`config.mk`:
```
export PLATFORM = sky130hd
export DESIGN_NAME = uart_tx
export DESIGN_NICKNAME = d
export VERILOG_FILES = /design/src/rtl/uart_pkg.sv /design/src/rtl/uart_baud_cnt.sv /design/src/rtl/uart_tx.sv
export SDC_FILE = /design/constraint.sdc
export NUM_CORES = 1
export LEC_CHECK = 0
export ABC_AREA = 1
export CAP_MARGIN = 20
export CORE_MARGIN = 4
export CORE_UTILIZATION = 58
export CTS_CLUSTER_SIZE = 16
export DETAILED_ROUTE_END_ITERATION = 7
export PLACE_DENSITY = 0.86
export SLEW_MARGIN = 20
export SYNTH_ARGS = -nofsm -noshare
export SYNTH_HDL_FRONTEND = slang
export SYNTH_SLANG_ARGS = --single-unit
```
`constraint.sdc`:
```
create_clock -name i_clk -period 2.03 [get_ports i_clk]
set_input_delay 0.406 -clock i_clk [delete_from_list [all_inputs] [get_ports i_clk]]
set_output_delay 0.406 -clock i_clk [all_outputs]
set_load 0.005 [all_outputs]
```
`src/rtl/uart_pkg.sv`:
```
// Shared UART definitions: FSM state encoding, line levels and parity helper.
// Used by both the transmit and receive paths.
package uart_pkg;

  localparam logic LINE_IDLE  = 1'b1;
  localparam logic LINE_START = 1'b0;

  localparam int unsigned MAX_DATA_BITS = 9;

  typedef enum logic [2:0] {
    IDLE,
    START,
    DATA,
    PARITY,
    STOP
  } state_t;

  // Callers zero-extend narrower words; the extra zeros do not change the XOR.
  function automatic logic parity(input logic [MAX_DATA_BITS-1:0] data, input logic odd);
    return (^data) ^ odd;
  endfunction

endpackage

```
`src/rtl/uart_baud_cnt.sv`:
```
// Bit-period counter: counts 0..CLKS_PER_BIT-1 and flags the last cycle of each bit.
// Held at zero while i_clear is high so every state entry starts a fresh bit.
module uart_baud_cnt #(
  parameter int unsigned CLKS_PER_BIT = 16
) (
  input  logic i_clk,
  input  logic i_reset,
  input  logic i_clear,
  output logic o_bit_end
);

  localparam int unsigned CW = (CLKS_PER_BIT > 1) ? $clog2(CLKS_PER_BIT) : 1;
  localparam logic [CW-1:0] LAST = CW'(CLKS_PER_BIT - 1);

  logic [CW-1:0] r_cnt;

  assign o_bit_end = !i_clear && (r_cnt == LAST);

  always_ff @(posedge i_clk or posedge i_reset) begin
    if (i_reset) begin
      r_cnt <= '0;
    end else if (i_clear || o_bit_end) begin
      r_cnt <= '0;
    end else begin
      r_cnt <= r_cnt + CW'(1);
    end
  end

endmodule

```
`src/rtl/uart_tx.sv`:
```
// UART transmitter: start, LSB-first data, optional parity, 1 or 2 stop bits.
// A held i_tx_start launches one frame; it must drop for a cycle to re-arm.
module uart_tx
  import uart_pkg::*;
#(
  parameter int unsigned CLKS_PER_BIT = 16,
  parameter int unsigned DATA_BITS    = 8,
  parameter int unsigned PARITY_EN    = 0,
  parameter int unsigned PARITY_ODD   = 0,
  parameter int unsigned STOP_BITS    = 1
) (
  input  logic                 i_clk,
  input  logic                 i_reset,
  input  logic                 i_tx_start,
  input  logic [DATA_BITS-1:0] i_tx_data,
  output logic                 o_tx_busy,
  output logic                 o_tx_done,
  output logic                 o_tx
);

  localparam int unsigned BW = $clog2(DATA_BITS + 1);
  localparam logic [BW-1:0] LAST_BIT  = BW'(DATA_BITS - 1);
  localparam logic          LAST_STOP = (STOP_BITS > 1);
  localparam logic          ODD       = (PARITY_ODD != 0);

  state_t                   r_state;
  logic [DATA_BITS-1:0]     r_shift;
  logic [BW-1:0]            r_bit_cnt;
  logic                     r_stop_cnt;
  logic                     r_armed;
  logic                     r_parity;
  logic                     r_tx;
  logic                     r_busy;
  logic                     r_done;

  logic                     w_bit_end;
  logic                     w_accept;
  logic [MAX_DATA_BITS-1:0] w_data_ext;

  assign w_accept  = (r_state == IDLE) && i_tx_start && r_armed;
  assign o_tx      = r_tx;
  assign o_tx_busy = r_busy;
  assign o_tx_done = r_done;

  always_comb begin
    w_data_ext                = '0;
    w_data_ext[DATA_BITS-1:0] = i_tx_data;
  end

  uart_baud_cnt #(
    .CLKS_PER_BIT(CLKS_PER_BIT)
  ) u_baud (
    .i_clk    (i_clk),
    .i_reset  (i_reset),
    .i_clear  (r_state == IDLE),
    .o_bit_end(w_bit_end)
  );

  always_ff @(posedge i_clk or posedge i_reset) begin
    if (i_reset) begin
      r_state    <= IDLE;
      r_shift    <= '0;
      r_bit_cnt  <= '0;
      r_stop_cnt <= 1'b0;
      r_armed    <= 1'b1;
      r_parity   <= 1'b0;
      r_tx       <= LINE_IDLE;
      r_busy     <= 1'b0;
      r_done     <= 1'b0;
    end else begin
      r_done <= 1'b0;
      if (w_accept) begin
        r_armed <= 1'b0;
      end else if (!i_tx_start) begin
        r_armed <= 1'b1;
      end

      unique case (r_state)
        IDLE: begin
          if (w_accept) begin
            r_shift  <= i_tx_data;
            r_parity <= parity(w_data_ext, ODD);
            r_state  <= START;
            r_tx     <= LINE_START;
            r_busy   <= 1'b1;
          end
        end
        START: begin
          if (w_bit_end) begin
            r_state   <= DATA;
            r_bit_cnt <= '0;
            r_tx      <= r_shift[0];
          end
        end
        DATA: begin
          if (w_bit_end) begin
            if (r_bit_cnt == LAST_BIT) begin
              r_stop_cnt <= 1'b0;
              if (PARITY_EN != 0) begin
                r_state <= PARITY;
                r_tx    <= r_parity;
              end else begin
                r_state <= STOP;
                r_tx    <= LINE_IDLE;
              end
            end else begin
              r_shift   <= r_shift >> 1;
              r_tx      <= r_shift[1];
              r_bit_cnt <= r_bit_cnt + BW'(1);
            end
          end
        end
        PARITY: begin
          if (w_bit_end) begin
            r_state    <= STOP;
            r_tx       <= LINE_IDLE;
            r_stop_cnt <= 1'b0;
          end
        end
        STOP: begin
          if (w_bit_end) begin
            if (r_stop_cnt == LAST_STOP) begin
              r_state <= IDLE;
              r_busy  <= 1'b0;
              r_done  <= 1'b1;
            end else begin
              r_stop_cnt <= 1'b1;
            end
          end
        end
        default: r_state <= IDLE;
      endcase
    end
  end

endmodule

```
==> results of run 1 <==
-- path summary, 6_finish.rpt --
kind	start	end	cells past startpoint
max	o_tx$_DFFE_PP1P_	o_tx	1
min	i_reset	u_baud.r_cnt[2]$_DFF_PP0_	2
max reg2reg	u_baud.r_cnt[0]$_DFF_PP0_	r_shift[4]$_DFFE_PP0P_	6
min reg2reg	u_baud.r_cnt[0]$_DFF_PP0_	u_baud.r_cnt[0]$_DFF_PP0_	1
max in group asynchronous	i_reset	r_shift[1]$_DFFE_PP0P_	3
min in group i_clk	u_baud.r_cnt[0]$_DFF_PP0_	u_baud.r_cnt[0]$_DFF_PP0_	1
-- worst reg2reg max path, stage by stage, from the launching register on --
cell	delay, ns
sky130_fd_sc_hd__dfrtp_1	0.39
sky130_fd_sc_hd__ha_1	0.19
sky130_fd_sc_hd__nand3_1	0.32
sky130_fd_sc_hd__nand2_2	0.32
sky130_fd_sc_hd__nand2_4	0.12
sky130_fd_sc_hd__nand2_1	0.08
sky130_fd_sc_hd__nand2_1	0.05
-- routing by layer --
metal	track usage [%]	share of wire, %	vias to the layer above
met5	0	0	-
met4	9.13	1.5	0
met3	2.45	4.0	7
met2	33.9	51	26
met1	24.0	44	507
li1	-	-	549
-- flip-flops by register name, indices dropped and copies added (netlist names) --
name and count:
r_shift 8, u_baud.r_cnt 4, o_tx_done 1, r_state 3
o_tx 1, o_tx_busy 1, r_armed 1, r_bit_cnt 4
-- area by class of cell --
| class | count | area, um2 |
|---|---|---|
| clock inverter | 1 | 5.00 |
| clock buffer | 3 | 22.5 |
| multi-input combinational | 124 | 616 |
| inverter | 10 | 37.5 |
| fill | 157 | 572 |
| tap | 27 | 33.8 |
| sequential | 23 | 578 |
| timing repair buffer | 14 | 138 |
-- per-stage QoR --
stage               utilization, %  setup slack (ns)  total power [mW]  cell area, um2
floorplan                        -             0.719              1.08            1240
global placement              70.1             0.460              1.19            1400
detailed placement            70.1             0.415              1.22            1400
CTS                           71.4             0.251              1.43            1430
global route                  71.4             0.226              1.54            1430
finish                        71.4             0.268              1.42            1430
-- cell usage in the layout (no fill, tap or decap), drive strengths merged --
cell type and instances:
xnor2 1, nand4 3, ha 2, xor2 1, nor3 3, nor2 13
clkdlybuf4s50 13, nand3 26, buf 1, nand2 70, a21oi 1, dfrtp 21
clkbuf 3, o2bb2ai 1, nand3b 1, dfstp 2, inv 10, o21ai 2
clkinv 1
-- power groups by stage --
stage / clock network (mW) / registers (mW) / logic [mW]
3_3_place_gp: 0 / 0.715 / 0.475
4_1_cts: 0.217 / 0.712 / 0.499
6_report: 0.214 / 0.713 / 0.497
2_1_floorplan: 0 / 0.688 / 0.395
3_5_place_dp: 0 / 0.722 / 0.495
5_1_grt: 0.231 / 0.731 / 0.579
-- cells by family (layout without fill, tap and decap cells) --
group | after synthesis | after routing | share of synthesized area [%]
xor+xnor | 2 | 2 | 1.41
compound gates | 4 | 4 | 1.92
simple gates | 116 | 116 | 44.3
fa+ha+maj | 2 | 2 | 2.02
flops | 23 | 23 | 46.6
buf+inv | 12 | 28 | 3.73
==> results.md, run 1 <==
| Quantity | This run | Unit |
|:---|:---|:---|
| Post-route clock period utilization | 86.8 | % |
| Class of the worst hold path | input pin to async pin | - |
| Cell Pwr Density | 996 | mW/mm2 |
| Crit-path slowest cell | sky130_fd_sc_hd__dfstp_2 | - |
| Top cell type by total area after synthesis | sky130_fd_sc_hd__dfrtp_1 | - |
| Worst-path maximum fanout | 2 | - |
| DRC marker count from the first detailed-route iteration | 17 | - |
| Number of hold-repair buffers added at the cts stage | 0 | - |
| Worst Max-Slew Pin Slew | 0.473 | ns |
| Proportion of netlist area held by the largest area contributor | 42.4 | % |
| # placed instances | 198 | - |
| Final-stage net count | 189 | - |
| Num ports | 14 | - |
| Worst ir drop on vdd | 0.738 | mV |
| Sequential fraction of the synthesis area | 46.6 | % |
| Vertical die dimension | 54.2 | um |
| Vias | 1089 | - |
| Netlist area before placement | 0.00124 | mm2 |
| Number of distinct library cells after synthesis | 23 | - |
| Cell count after synthesis | 159 | - |
| Number of DRC violations after detailed routing | 0 | - |
| Mean routed wirelength per cell | 12.0 | um |
| Critical setup path kind | register to output pin | - |
| Std cell rows | 16 | - |
| Setup-violating endpoint count in the final report | 0 | - |
| Most instantiated library cell after synthesis | sky130_fd_sc_hd__nand2_1 | - |
| Synth top cells by count | sky130_fd_sc_hd__nand2_1 (62), sky130_fd_sc_hd__nand3_1 (26), sky130_fd_sc_hd__dfrtp_1 (21) | - |
| DR vias/cell | 5.39 | - |
| Global routing usage summed across all routing layers | 19.5 | % |
| Floorplan Core Area | 0.00200 | mm2 |
| Run status | finished clean | - |
| Worst-skew pair later-pin latency | 0.31 | ns |
| Post-CTS clock slew at the launch and capture registers of the worst setup and hold paths | 0.13 | ns |
| Critical path launch point type | register | - |
| Maximum number of buffers from clock root to sink | 2 | - |
| Root buffer cell | sky130_fd_sc_hd__clkbuf_4 | - |
| Width of the die | 54.2 | um |
| TritonCTS clock tree | yes | - |
| Critical path endpoint category | output pin | - |
| WL final | 2.43 | mm |
| Pin count of the biggest net entering global routing | 15 | - |
| Count of antenna diodes in the layout | 0 | - |
| Max-cap viol count | 0 | - |
| Inserted Clock Buffers | 3 | - |
| Initial cell density of the core | 61.9 | % |
| Antenna violations before repair | 0 | - |
| Maximum single-stage delay on the critical path | 0.55 | ns |
| Die Footprint | 0.00294 | mm2 |
| Top cells by area, synth | sky130_fd_sc_hd__dfrtp_1 (42%), sky130_fd_sc_hd__nand2_1 (19%), sky130_fd_sc_hd__nand3_1 (10%) | - |
| Net count of the mapped netlist | 172 | - |
| Smallest hold slack | 0.365 | ns |
| Count of state elements after synthesis | 23 | - |
| Residual antenna-violating net count after detailed routing | 0 | - |
| Hold Violations, Final | 0 | - |
| Post-CTS Repair Setup Buffers | 0 | - |
| First drt pass iteration count | 4 | - |
| Average footprint of a synthesized cell | 7.80 | um2 |
| Proportion of total power due to net switching | 39.7 | % |
| Cell Count, Final, Fillers Out | 202 | - |
| Synth-to-layout area growth | 15.3 | % |
| Fraction of layout instances using a drive strength above 1 | 12.0 | % |
| H-tree levels | 1 | - |
| Switching power summed over all nets | 0.566 | mW |
| Setup repair after global routing missed its margin | false | - |
| Clock network fraction of total power | 15.0 | % |
| Crit-path cells | clkdlybuf4s50_1 | - |
| Half-perimeter wire length of the detailed placement result | 1.84 | mm |
| Family of cells with the greatest summed delay on the critical path | flip-flops | - |
| Fraction of power consumed by combinational cells | 34.9 | % |
| Design internal power | 0.858 | mW |
| Max_slew headroom | 68.5 | % |
| Placer Congestion | 0.862 | - |
| Synthesis warning total | 0 | - |
| Post-synth top flop | sky130_fd_sc_hd__dfrtp_1 | - |
| Number of gates resized after cts | 0 | - |
| Portion of total power attributed to sequential cells | 50.1 | % |
| Setup slack of the worst register-to-register path | 0.46 | ns |
| Post-synthesis async set-or-reset flop share | 100 | % |
| Port Buf Inserts | 13 | - |
| Worst clock skew | 0.00112 | ns |
| Clock Sink Count | 23 | - |
| Crit path required time | 1.62 | ns |
| Via count of the first global-routing pass | 1021 | - |
| Static Leakage | 0.742 | nW |
| Count of flip-flops with a built-in enable after synthesis | 0 | - |
| Buffers plus inverters on the worst setup path | 1 | - |
| Final total negative setup slack | 0 | ns |
| Wire length of the first global-routing pass | 4.21 | mm |
| Leftover overflow at the end of global routing | 0 | - |
| Shortest period the worst path allows | 1.76 | ns |
| Pins Over Slew Limit | 0 | - |
| Peak clock frequency supported by timing | 568 | MHz |
| Arrival time of the worst setup path | 1.36 | ns |
Note: power is estimated with default switching activity, not from simulation.
==> inputs of run 2 (changes only) <==
CORE_UTILIZATION = 65   (was 58)
DONT_BUFFER_PORTS = 1   (was unset)
PLACE_DENSITY = 0.85   (was 0.86)
==> results.md, run 2 (same netlist as run 1, synthesis figures left out) <==
| Quantity | This run | Unit |
|:---|:---|:---|
| Max-cap viol count | 0 | - |
| Number of hold-repair buffers added at the cts stage | 0 | - |
| Worst-skew pair later-pin latency | 0.31 | ns |
| Hold Violations, Final | 0 | - |
| Critical setup path kind | register to register | - |
| Dpl cell area | 0.00127 | mm2 |
| Worst reg2reg startpoint | u_baud.r_cnt[0]$_DFF_PP0_ | - |
| Most used cells in the layout excluding fill and tap cells | sky130_fd_sc_hd__nand2_1 (62), sky130_fd_sc_hd__nand3_1 (26), sky130_fd_sc_hd__dfrtp_1 (21) | - |
| Die Footprint | 0.00267 | mm2 |
| Fraction of layout instances using a drive strength above 1 | 12.3 | % |
| Critical path endpoint category | register | - |
| Cell Count, Final, Fillers Out | 187 | - |
| Endpoint of the worst-slack reg-to-reg timing path | r_shift[7]$_DFFE_PP0P_ | - |
| Setup repair after global routing missed its margin | false | - |
| Peak clock frequency supported by timing | 659 | MHz |
| Final total negative setup slack | 0 | ns |
| Registers with the most flip-flops | r_shift: 8 flops, r_bit_cnt: 4 flops, u_baud.r_cnt: 4 flops | - |
| Placer Congestion | 0.858 | - |
| Crit path required time | 2.24 | ns |
| Maximum number of buffers from clock root to sink | 2 | - |
| Final worst slack | 0.513 | ns |
| Post-CTS clock slew at the launch and capture registers of the worst setup and hold paths | 0.12 | ns |
| Critical path launch point type | register | - |
| Most common cell after layout, fill and taps aside | sky130_fd_sc_hd__nand2_1 | - |
| Final instance area | 0.00130 | mm2 |
| Arrival time of the worst setup path | 1.73 | ns |
| DR vias/cell | 5.61 | - |
| Root buffer cell | sky130_fd_sc_hd__clkbuf_4 | - |
| Port Buf Inserts | 0 | - |
| Worst setup slack before clock tree synthesis | 0.544 | ns |
| Static Leakage | 0.689 | nW |
| Via count of the first global-routing pass | 929 | - |
| Antenna violations before repair | 0 | - |
| Register with the highest flop count | r_shift | - |
| WL final | 2.32 | mm |
| Number of gates resized after cts | 0 | - |
| Critical Path Source | u_baud.r_cnt[0]$_DFF_PP0_ | - |
| Cell Pwr Density | 1080 | mW/mm2 |
| Residual antenna-violating net count after detailed routing | 0 | - |
| Width of the die | 51.7 | um |
| Mean routed wirelength per cell | 12.4 | um |
| Std cell rows | 15 | - |
| Number of DRC violations after detailed routing | 0 | - |
| Synth-to-layout area growth | 4.54 | % |
| Vertical die dimension | 51.7 | um |
| Inserted Clock Buffers | 3 | - |
| Class of the worst hold path | input pin to async pin | - |
| Worst ir drop on vdd | 0.585 | mV |
| DRC marker count from the first detailed-route iteration | 35 | - |
| Pin count of the biggest net entering global routing | 24 | - |
| Setup slack of the worst register-to-register path | 0.51 | ns |
| First drt pass iteration count | 4 | - |
| Post-Route Utilization | 73.5 | % |
| # placed instances | 183 | - |
| Final-stage net count | 176 | - |
| Half-perimeter wire length of the detailed placement result | 1.74 | mm |
| Wire length of the first global-routing pass | 4.07 | mm |
| Worst-path maximum fanout | 9 | - |
| Critical path capture point | r_shift[7]$_DFFE_PP0P_ | - |
| Post-route clock period utilization | 74.7 | % |
| Vias | 1050 | - |
| Depth of the worst register-to-register path | 6 | - |
| Smallest hold slack | 0.0106 | ns |
| Clock Sink Count | 23 | - |
| Global routing usage summed across all routing layers | 20.5 | % |
| H-tree levels | 1 | - |
| Shortest period the worst path allows | 1.52 | ns |
| Run status | finished clean | - |
| Pins Over Slew Limit | 0 | - |
| TritonCTS clock tree | yes | - |
| Initial cell density of the core | 70.3 | % |
| Largest register FFs | 8 | - |
| Floorplan Core Area | 0.00176 | mm2 |
| Post-CTS Repair Setup Buffers | 0 | - |
| Setup-violating endpoint count in the final report | 0 | - |
| Leftover overflow at the end of global routing | 0 | - |
| Max_slew headroom | 71.0 | % |
| Count of antenna diodes in the layout | 0 | - |
| Num ports | 14 | - |
| Worst clock skew | 0.00232 | ns |
| Filler Cell Count | 150 | - |
| Worst Max-Slew Pin Slew | 0.435 | ns |
| Tot Pwr | 1.40 | mW |
run 2: changes by cell type in the layout (fill, tap and decap cells not counted):
cell,previous run,this run
sky130_fd_sc_hd__clkdlybuf4s50_1,13,0
sky130_fd_sc_hd__clkbuf_1,0,1
sky130_fd_sc_hd__clkinv_2,1,0
run 2: per-layer routing:
metal / global-route usage, % / wire (um) / up-vias
li1: - / - / 519
met1: 27.5 / 1030 / 493
met2: 32.8 / 1120 / 32
met3: 3.15 / 122 / 6
met4: 8.73 / 44 / 0
met5: 0 / 0 / -
run 2: cell type report:
type,count,area (um2),share of cell area (%)
well taps,25,31.3,2.41
flip-flops and latches,23,578,44.6
clock buffers,4,26.3,2.03
inverters,10,37.5,2.90
multi-input cells,124,616,47.5
repair buffers,1,7.51,0.579
run 2: worst max-delay path, stage by stage, from the launching register on:
cell                      delay [ns]
sky130_fd_sc_hd__dfrtp_1        0.39
sky130_fd_sc_hd__ha_1           0.19
sky130_fd_sc_hd__nand3_1        0.30
sky130_fd_sc_hd__nand2_2        0.31
sky130_fd_sc_hd__nand2_4        0.11
sky130_fd_sc_hd__nand2_1        0.07
sky130_fd_sc_hd__nand2_1        0.05
run 2: worst min path at each step:
stage	endpoint	depth (start not counted)
floorplan	o_tx_busy$_DFFE_PP0P_	1
global placement	r_bit_cnt[1]$_DFFE_PP0P_	2
detailed placement	r_bit_cnt[2]$_DFFE_PP0P_	2
CTS	r_bit_cnt[0]$_DFFE_PP0P_	2
global route	r_bit_cnt[0]$_DFFE_PP0P_	2
finish	r_bit_cnt[2]$_DFFE_PP0P_	2
run 2: report_power, final:
group	switching (mW)	total (mW)	internal [mW]
clock	0.133	0.210	0.0767
sequential	0.116	0.715	0.599
combinational	0.304	0.470	0.166
==> edit, RTL diff (settings of run 1) <==
The 5 states of `state_t` get a one-hot encoding in 5 bits.
--- a/src/rtl/uart_pkg.sv
+++ b/src/rtl/uart_pkg.sv
@@ -8,10 +8,10 @@
   localparam int unsigned MAX_DATA_BITS = 9;
 
-  typedef enum logic [2:0] {
-    IDLE,
-    START,
-    DATA,
-    PARITY,
-    STOP
+  typedef enum logic [4:0] {
+    IDLE   = 5'b00001,
+    START  = 5'b00010,
+    DATA   = 5'b00100,
+    PARITY = 5'b01000,
+    STOP   = 5'b10000
   } state_t;
 
Function: no difference found for any inputs over 10 cycles, from zero or initial values and one cycle with i_reset high; not proved beyond that.
==> edit against run 1 <==
Routed wire length grew 2.7%; total power grew 47%; sequential cell count grew 1; largest cell class is now sequential cells; design area grew 2.3%; worst setup slack lost 17 ps; clock power grew 64%; area after synthesis grew 1.2%; critical endpoint unchanged; critical path type unchanged; global-route usage grew 2.4 points; core utilization grew 1.6 points.
==> edit: results (changes against run 1) <==
Status
  • Run status: complete, no violations

Synthesis
  • Mapped Cells: 151 (-5.0%)
  • Yosys top cell area share: 41.9% (-0.51 points)
  • Top cells by area, synth: dfrtp_1 (42%), nand2_1 (13%), dfstp_2 (6.3%)
  • Post-Synth Adder-Cell Area: 1.99% (-0.024 points)
  • YS warnings: 0 (unchanged)
  • XOR/XNOR Fraction of Synth Area: 1.40% (-0.017 points)
  • Seq/Total Area, Yosys: 48.2% (+1.5 points)
  • Syn Nets: 164 (-4.7%)
  • Post-synthesis compound-gate area fraction: 12.2% (+10 points)
  • Post-synth top cells: nand2_1 (45), dfrtp_1 (21), inv_1 (13), nor2_1 (12)
  • Netlist cell types: 25 (+8.7%)

Place
  • Gpl congestion: 0.880 (+2.1%)
  • Post-detail-place hpwl: 1870 um (+1.7%)
  • Post-Place Worst Slack: 365 ps (-49.7 ps)
  • Placed cells: 190 (-4.0%)
  • Placed inst area: 1410 um2 (+0.53%)

Global route
  • Vias in the first global route: 1088 (+6.6%)
  • Largest net degree at the start of global routing: 17 (+2)
  • First-pass GRT wire length: 4600 um (+9.3%)
  • Global Route Usage Sum: 21.9% (+2.4 points)
  • Initial antenna violation count: 0 (unchanged)

Layout
  • Nets: 181 (-4.2%)
  • Ant. Diodes: 0 (unchanged)
  • Layout cells sized above 1: 15.6% (+3.6 points)
  • Largest Register: r_shift

Drt
  • Vias per cell: 5.31 (-1.5%)
  • Drt first-iter violations: 20 (+3)
  • WL per Instance: 12.9 um (+6.9%)
  • Vias: 1030 (-5.4%)

Clock network
  • Post-CTS setup buffers: 0 (unchanged)
  • Clk_lat worst skew: 330 ps (+20 ps)
  • Clock-pin slew on the worst setup and hold paths: 140 ps
  • Cts repair resizes: 0 (unchanged)

Worst setup path
  • FF-to-FF setup slack: 430 ps (-30 ps)
  • Worst Path Max Fanout: 2 (unchanged)

Timing
  • Slew @ Worst Pin: 412 ps (-60.8 ps)
  • Skew final: 9.58 ps (+8.46 ps)

Power
  • Leak: 0.717 nW (-3.3%)
  • Peak supply drop: 0.982 mV (+33%)
-- edit: cell types whose count changed after synthesis, sizes merged, moves of 3 or more --
cell,before,now
nor2,13,16
o21ai,2,16
nand2,70,53
a21boi,0,7
inv,10,15
nor3,3,0
nand3,26,8
-- edit: final timing paths --
check / start / end / cells past startpoint
setup reg to reg: r_state[1] / r_shift[3] / 8
hold / removal: i_reset / u_baud.r_cnt[0] / 2
hold reg to reg: r_armed / r_armed / 2
min in group i_clk: r_armed / r_armed / 2
setup / recovery: o_tx / o_tx / 1
max in group asynchronous: i_reset / r_state[4] / 3
-- edit: cell type report --
| class | count | area [um2] |
|---|---|---|
| Inverter | 15 | 56.3 |
| Clock buffer | 3 | 22.5 |
| Clock inverter | 1 | 30.0 |
| Timing Repair Buffer | 14 | 138 |
| Multi-Input combinational cell | 110 | 578 |
| Tap cell | 27 | 33.8 |
| Sequential cell | 24 | 604 |
| Fill cell | 158 | 539 |
-- edit: per-layer routing --
layer / GRT usage (%) / up-vias / wire (um)
met5: 0 / - / 0
met4: 12.0 / 0 / 59
met3: 3.81 / 7 / 72
met2: 38.0 / 17 / 1300
met1: 25.4 / 496 / 1060
li1: - / 510 / -
-- edit: stage by stage --
| step | hold slack [ps] | util [%] |
|---|---|---|
| after floorplan | 418 | - |
| after global placement | 454 | 70.4 |
| after detailed placement | 463 | 70.4 |
| after CTS | 362 | 73.1 |
| after global routing | 366 | 73.1 |
| final | 351 | 73.1 |
-- edit: cells by family (layout without fill, tap and decap cells) --
| logic type | count (synthesis) | after routing |
|---|---|---|
| AOI/OAI and AO/OA | 25 | 25 |
| and+or+nand+nor | 81 | 81 |
| buffers and inverters | 17 | 33 |
| DFF | 24 | 24 |
| xor gates and xnor gates | 2 | 2 |
| adders and majority gates | 2 | 2 |
-- edit: report_power, final --
group	internal [mW]	total (mW)	switching (mW)	leakage, nW
Sequential	0.685	0.804	0.119	0.302
Clock	0.200	0.350	0.150	0.0279
Combinational	0.338	0.935	0.597	0.387
